==> src/rtl/psum_fifo_if.sv <==
// Partial-sum FIFO handshake bundle: upstream push/full side and downstream pop/empty side.
// master drives requests and write data, slave is the FIFO itself.
interface psum_fifo_if #(
  parameter int unsigned DataWidth = 16,
  parameter int unsigned Depth     = 4
);
  localparam int unsigned CntW = $clog2(Depth + 1);

  logic                 push;
  logic [DataWidth-1:0] din;
  logic                 full;
  logic                 pop;
  logic [DataWidth-1:0] dout;
  logic                 empty;
  logic [CntW-1:0]      count;
  logic                 almost_full;
  logic                 overflow;
  logic                 underflow;

  modport master (
    output push, din, pop,
    input  full, dout, empty, count, almost_full, overflow, underflow
  );

  modport slave (
    input  push, din, pop,
    output full, dout, empty, count, almost_full, overflow, underflow
  );
endinterface

==> src/rtl/psum_fifo.sv <==
// Inter-PE partial-sum FIFO with first-word-fall-through output and sticky error flags.
// Status outputs decode only the registered count, so push/pop never reach them combinationally.
module psum_fifo #(
  parameter int unsigned DataWidth = 16,
  parameter int unsigned Depth     = 4,
  parameter int unsigned AfLevel   = Depth - 1
) (
  input  logic        clk_i,
  input  logic        rst_ni,
  input  logic        clear_i,
  psum_fifo_if.slave  bus
);
  localparam int unsigned PtrW = (Depth > 1) ? $clog2(Depth) : 1;
  localparam int unsigned CntW = $clog2(Depth + 1);
  localparam logic [PtrW-1:0] LastPtr = PtrW'(Depth - 1);
  localparam logic [CntW-1:0] FullCnt = CntW'(Depth);
  localparam logic [CntW-1:0] AfCnt   = CntW'(AfLevel);

  logic [DataWidth-1:0] mem_q [Depth];
  logic [PtrW-1:0]      wr_ptr_q, wr_ptr_d;
  logic [PtrW-1:0]      rd_ptr_q, rd_ptr_d;
  logic [CntW-1:0]      count_q, count_d;
  logic                 overflow_q, overflow_d;
  logic                 underflow_q, underflow_d;
  logic                 full, empty, push_ok, pop_ok;

  // Explicit wrap so non-power-of-two depths work.
  function automatic logic [PtrW-1:0] ptr_inc(input logic [PtrW-1:0] p);
    return (p == LastPtr) ? '0 : p + PtrW'(1);
  endfunction

  assign full    = (count_q == FullCnt);
  assign empty   = (count_q == '0);
  assign push_ok = bus.push & ~full & ~clear_i;
  assign pop_ok  = bus.pop & ~empty & ~clear_i;

  always_comb begin
    wr_ptr_d    = wr_ptr_q;
    rd_ptr_d    = rd_ptr_q;
    count_d     = count_q;
    overflow_d  = overflow_q;
    underflow_d = underflow_q;
    if (clear_i) begin
      wr_ptr_d    = '0;
      rd_ptr_d    = '0;
      count_d     = '0;
      overflow_d  = 1'b0;
      underflow_d = 1'b0;
    end else begin
      if (push_ok) wr_ptr_d = ptr_inc(wr_ptr_q);
      if (pop_ok) rd_ptr_d = ptr_inc(rd_ptr_q);
      if (bus.push && full) overflow_d = 1'b1;
      if (bus.pop && empty) underflow_d = 1'b1;
      unique case ({push_ok, pop_ok})
        2'b10:   count_d = count_q + CntW'(1);
        2'b01:   count_d = count_q - CntW'(1);
        default: count_d = count_q;
      endcase
    end
  end

  always_ff @(posedge clk_i or negedge rst_ni) begin
    if (!rst_ni) begin
      wr_ptr_q    <= '0;
      rd_ptr_q    <= '0;
      count_q     <= '0;
      overflow_q  <= 1'b0;
      underflow_q <= 1'b0;
    end else begin
      wr_ptr_q    <= wr_ptr_d;
      rd_ptr_q    <= rd_ptr_d;
      count_q     <= count_d;
      overflow_q  <= overflow_d;
      underflow_q <= underflow_d;
    end
  end

  // Storage is not reset; empty masks stale words on dout.
  always_ff @(posedge clk_i) begin
    if (push_ok) mem_q[wr_ptr_q] <= bus.din;
  end

  assign bus.full        = full;
  assign bus.empty       = empty;
  assign bus.count       = count_q;
  assign bus.almost_full = (count_q >= AfCnt);
  assign bus.overflow    = overflow_q;
  assign bus.underflow   = underflow_q;
  assign bus.dout        = empty ? '0 : mem_q[rd_ptr_q];
endmodule

==> src/flat_wrapper.sv <==
// flat-port wrapper written by rule: the top's interface ports become plain ports
module psum_fifo_flat 
#(
  parameter int unsigned DataWidth = 16,
  parameter int unsigned Depth     = 4,
  parameter int unsigned AfLevel   = Depth - 1
)
  (clk_i, rst_ni, clear_i, bus_push, bus_din, bus_pop, bus_full, bus_dout, bus_empty, bus_count, bus_almost_full, bus_overflow, bus_underflow);
  psum_fifo_if #(.DataWidth(DataWidth), .Depth(Depth)) bus_i ();
  input  logic clk_i;
  input  logic rst_ni;
  input  logic clear_i;
  input wire logic [$bits(bus_i.push)-1:0] bus_push;
  input wire logic [$bits(bus_i.din)-1:0] bus_din;
  input wire logic [$bits(bus_i.pop)-1:0] bus_pop;
  output wire logic [$bits(bus_i.full)-1:0] bus_full;
  output wire logic [$bits(bus_i.dout)-1:0] bus_dout;
  output wire logic [$bits(bus_i.empty)-1:0] bus_empty;
  output wire logic [$bits(bus_i.count)-1:0] bus_count;
  output wire logic [$bits(bus_i.almost_full)-1:0] bus_almost_full;
  output wire logic [$bits(bus_i.overflow)-1:0] bus_overflow;
  output wire logic [$bits(bus_i.underflow)-1:0] bus_underflow;
  assign bus_i.push = bus_push;
  assign bus_i.din = bus_din;
  assign bus_i.pop = bus_pop;
  assign bus_full = bus_i.full;
  assign bus_dout = bus_i.dout;
  assign bus_empty = bus_i.empty;
  assign bus_count = bus_i.count;
  assign bus_almost_full = bus_i.almost_full;
  assign bus_overflow = bus_i.overflow;
  assign bus_underflow = bus_i.underflow;
  psum_fifo #(.DataWidth(DataWidth), .Depth(Depth), .AfLevel(AfLevel)) u_core (.clk_i(clk_i), .rst_ni(rst_ni), .clear_i(clear_i), .bus(bus_i));
endmodule
==> config.mk <==
export PLATFORM = sky130hd
export DESIGN_NAME = psum_fifo_flat
export DESIGN_NICKNAME = d
export VERILOG_FILES = /design/src/rtl/psum_fifo_if.sv /design/src/rtl/psum_fifo.sv /design/src/flat_wrapper.sv
export SDC_FILE = /design/constraint.sdc
export NUM_CORES = 1
export LEC_CHECK = 0
export CAP_MARGIN = 20
export CORE_ASPECT_RATIO = 0.9
export CORE_MARGIN = 2
export CORE_UTILIZATION = 44
export CTS_BUF_LIST = sky130_fd_sc_hd__clkbuf_8
export CTS_CLUSTER_DIAMETER = 100
export DETAILED_ROUTE_END_ITERATION = 12
export HOLD_SLACK_MARGIN = 0.1
export PLACE_DENSITY = 0.69
export SETUP_SLACK_MARGIN = 0.02
export SYNTH_ARGS = -nofsm -noshare
export SYNTH_HDL_FRONTEND = slang
export SYNTH_SLANG_ARGS = --single-unit
==> constraint.sdc <==
create_clock -name clk_i -period 2.1 [get_ports clk_i]
set_input_delay 0.525 -clock clk_i [delete_from_list [all_inputs] [get_ports clk_i]]
set_output_delay 0.525 -clock clk_i [all_outputs]
set_load 0.05 [all_outputs]
==> summary.md <==
| Metric | Value |
|---|---|
| Synthesis-to-layout area growth | `38.26%` |
| Met3 routed WL | `309 um` |
| Std-Cell Core Area | `7003 sq um` |
| Chip Width | `93.50 um` |
| GRT Total Usage | `16.66%` |
| Syn nets | `204` |
| Data required time of the worst path | `1.57 ns` |
| Cell Count, Final, Fillers Out | `357` |
| Worst skew pair latency | `0.35 ns` |
| Synth unique cells | `42` |
| Max Used Layer | `met4` |
| Flip-flop and latch count after synthesis | `73` |
| Finished Core Util | `62.62%` |
| 1st-iter DRT viols | `87` |
| Antenna-violating nets left | `0` |
| Average instance area after synthesis | `17.92 sq um` |
| Final cycle utilization of the critical path | `110.1%` |
| Total standard cell area after synthesis | `3172 sq um` |
| Share of the yosys chip area belonging to registers | `67.69%` |
| Outcome | `complete, but fails checks` |
| Crit-path cells | `buf_8 -> mux4_2 -> and2b_1 -> buf_6` |
| CP max FO | `7` |
| Root buffer selected by CTS | `sky130_fd_sc_hd__clkbuf_8` |
| Peak supply drop | `0.0005426 V` |
| Placement Rows | `29` |
| CP max stage delay | `0.49 ns` |
| Post-detail-place hpwl | `3.764 mm` |
| Per-cell routed wire length | `16.74 um` |
| Initial antenna violation count | `0` |
| Routed length on met2 | `3.050 mm` |
| Total die area | `7905 sq um` |
| Maximum number of pins on one net before global-route repair | `15` |
| First-pass GRT wire length | `9.570 mm` |
| Max Cap Violations | `0` |
| Die outline height | `84.55 um` |
| Max Buffers Root-to-Sink | `2` |
| Most used cells in the layout excluding fill and tap cells | `sky130_fd_sc_hd__edfxtp_1, sky130_fd_sc_hd__buf_4, sky130_fd_sc_hd__clkdlybuf4s50_1` |
| Clock Skew | `0.007142 ns` |
| Via count of the first global-routing pass | `1846` |
| Critical Path Start Type | `flip-flop` |
| TritonCTS clock tree | `done` |
| Leakage component of the power | `0.001618 uW` |
| Total iterations of the first detailed-routing run | `4` |
| Boundary pin count | `45` |
| Warning count from the yosys run | `0` |
| Arrival time of the worst setup path | `1.79 ns` |
| Most common library cell in the layout ignoring fill and taps | `sky130_fd_sc_hd__edfxtp_1` |
| Actual slew at the worst max-slew pin | `0.4927 ns` |
| Cells after synthesis | `177` |
| Endpoints failing setup | `16` |
| CTS H-tree lvls | `3` |
| Crit path max-delay family | `multiplexers` |
| Aggregate global routing overflow | `0` |
| IO Port Bufs | `44` |
| Hold WC Path Type | `input pin to async pin` |
| Weighted congestion at the end of routability-driven global placement | `0.7978` |
| Clock Pin Slew Worst Setup and Hold Paths | `0.07 ns` |
| Fmax | `0.4324 GHz` |
| Number of design rule violations left after detail routing | `0` |
| Hold Fails Final Rpt | `0` |
| Detailed-route vias per instance | `5.098` |
| PD cells | `853.7 nW/um^2` |
| Vias | `1820` |
| RSZ-0062 raised after global routing | `yes` |
| Number of cells after detailed placement | `329` |
| Start-to-end type of the worst setup path | `flip-flop to primary output` |
| Number of antenna cells inserted | `0` |
| Post-layout worst setup margin | `-0.2127 ns` |
| Headroom to the max-slew limit | `67.05%` |
| Crit. End Element | `primary output` |
| Min Tclk post-route | `2.313 ns` |
| Count of final max-slew check failures | `0` |
| Clock sink total | `73` |
| Met1 wire length | `2.554 mm` |
| Share of final-layout standard cells stronger than drive strength 1 | `44.70%` |
| Final layout net count | `286` |
| CTS Buf Count | `9` |
| Sum of buffers and inverters on the critical path | `2` |
| Initial Utilization | `45.29%` |
| CP max stage cell | `sky130_fd_sc_hd__mux4_2` |
| Aggregate routed wire length | `5.977 mm` |
| Violated checks | `setup timing` |
## cell families after synthesis
family	count (synthesis)	share of synthesized area, %
multiplexers	17	12.62
AND/OR/NAND/NOR	44	8.758
flip-flops	73	67.69
XOR/XNOR	1	0.2762
AO/OA/AOI/OAI	22	5.089
buffers and inverters	14	2.958
adder cells (fa/ha/maj)	6	2.604
## power by group
| part | total (uW) | switching, uW | leakage [uW] | internal (uW) |
|---|---|---|---|---|
| clock network | 1030 | 494 | 0.0000955 | 535 |
| logic | 1060 | 564 | 0.000826 | 496 |
| registers | 1660 | 23.0 | 0.000696 | 1630 |
| total | 3740 | 1080 | 0.00162 | 2660 |
## stage by stage
| step | total power, uW | TNS, ns | hold WS [ns] | cell area (sq um) | setup slack [ns] |
|---|---|---|---|---|---|
| final | 3744 | -2.435 | 0.4981 | 4385 | -0.2127 |
| after CTS | 3723 | -3.328 | 0.4869 | 4317 | -0.2450 |
| after floorplan | 2242 | -0.4536 | 0.2294 | 3213 | -0.2471 |
| after global routing | 3890 | -3.546 | 0.5140 | 4385 | -0.2725 |
| after global placement | 2534 | -7.513 | 0.4778 | 3939 | -0.2502 |
| after detailed placement | 2545 | -8.294 | 0.4900 | 3939 | -0.2985 |
## worst paths after layout
path | from | endpoint | slack, ns | depth (start not counted)
max | u_core.rd_ptr_q[0] | bus_dout[5] | -0.21 | 4
min | rst_ni | u_core.bus.overflow | 0.50 | 1
max reg2reg | u_core.bus.count[0] | u_core.bus.count[1] | 0.06 | 7
min reg2reg | u_core.bus.overflow | u_core.bus.overflow | 0.50 | 2
max in group asynchronous | rst_ni | u_core.rd_ptr_q[0] | 1.25 | 1
min in group clk_i | u_core.bus.overflow | u_core.bus.overflow | 0.50 | 2
## layer usage
layer  vias up  GRT usage, %
met1       909         21.51
met5         -             0
met4         0         6.818
met2        53         26.49
met3         7         5.027
li1        851             -
## cells in the mapped netlist
| cell | instances | area, sq um |
|---|---|---|
| sky130_fd_sc_hd__nor3b_4 | 1 | 18.77 |
| sky130_fd_sc_hd__o221ai_1 | 1 | 8.760 |
| sky130_fd_sc_hd__clkbuf_1 | 1 | 3.750 |
| sky130_fd_sc_hd__buf_12 | 1 | 20.02 |
| sky130_fd_sc_hd__buf_4 | 3 | 22.52 |
| sky130_fd_sc_hd__xor2_1 | 1 | 8.760 |
| sky130_fd_sc_hd__a2111oi_1 | 1 | 10.01 |
| sky130_fd_sc_hd__fa_1 | 1 | 20.02 |
| sky130_fd_sc_hd__a21boi_0 | 2 | 15.01 |
| sky130_fd_sc_hd__o2bb2ai_1 | 1 | 8.760 |
| sky130_fd_sc_hd__a211oi_1 | 1 | 7.510 |
| sky130_fd_sc_hd__a22o_1 | 1 | 8.760 |
| sky130_fd_sc_hd__o21ai_0 | 3 | 15.01 |
| sky130_fd_sc_hd__dfrtp_1 | 9 | 225.2 |
| sky130_fd_sc_hd__nand3_1 | 2 | 10.01 |
| sky130_fd_sc_hd__mux4_1 | 8 | 210.2 |
| sky130_fd_sc_hd__nor2_1 | 7 | 26.28 |
| sky130_fd_sc_hd__o21bai_1 | 1 | 7.510 |
| sky130_fd_sc_hd__nor2b_1 | 14 | 87.58 |
| sky130_fd_sc_hd__a21o_1 | 2 | 15.01 |
| sky130_fd_sc_hd__nand3b_1 | 2 | 15.01 |
| sky130_fd_sc_hd__nand2b_1 | 2 | 12.51 |
| sky130_fd_sc_hd__or3_1 | 1 | 6.260 |
| sky130_fd_sc_hd__edfxtp_1 | 64 | 1922 |
| sky130_fd_sc_hd__and2b_1 | 1 | 7.510 |
| sky130_fd_sc_hd__and3b_1 | 1 | 8.760 |
| sky130_fd_sc_hd__or4_1 | 1 | 7.510 |
| sky130_fd_sc_hd__mux4_2 | 8 | 180.2 |
| sky130_fd_sc_hd__a21oi_1 | 6 | 30.03 |
| sky130_fd_sc_hd__ha_1 | 5 | 62.56 |
| sky130_fd_sc_hd__o21ai_1 | 1 | 5.000 |
| sky130_fd_sc_hd__inv_1 | 3 | 11.26 |
| sky130_fd_sc_hd__buf_6 | 1 | 11.26 |
| sky130_fd_sc_hd__o31ai_4 | 1 | 21.27 |
| sky130_fd_sc_hd__a41oi_1 | 1 | 8.760 |
| sky130_fd_sc_hd__nor3_1 | 3 | 15.01 |
| sky130_fd_sc_hd__buf_2 | 5 | 25.02 |
| sky130_fd_sc_hd__nor3_2 | 1 | 10.01 |
| sky130_fd_sc_hd__nand2_1 | 2 | 7.510 |
| sky130_fd_sc_hd__nor2b_4 | 1 | 13.76 |
| sky130_fd_sc_hd__and2_1 | 5 | 31.28 |
| sky130_fd_sc_hd__mux2i_1 | 1 | 10.01 |
## sequential cells by signal, indices dropped and copies added, names as in the netlist
signal and flops:
u_core.bus.underflow 1, u_core.wr_ptr_q 2, u_core.rd_ptr_q 2, u_core.mem_q 64
u_core.bus.overflow 1, u_core.bus.count 3
## repair_timing
item	in CTS	in global routing
pin swaps	1	6
resized for setup	36	21
cloned	1	0
endpoints found under the setup margin	17	19
buffers inserted	7	5
hold buffers	0	0
## area by class of cell
type	count	area, sq um
Clock buffer	9	123.9
Clock inverter	7	62.56
Fill cell	531	2618
Inverter	3	11.26
Multi-Input combinational cell	90	1025
Sequential cell	73	2152
Tap cell	93	116.4
Timing Repair Buffer	82	894.6
Power figures use the tool's default switching activity.
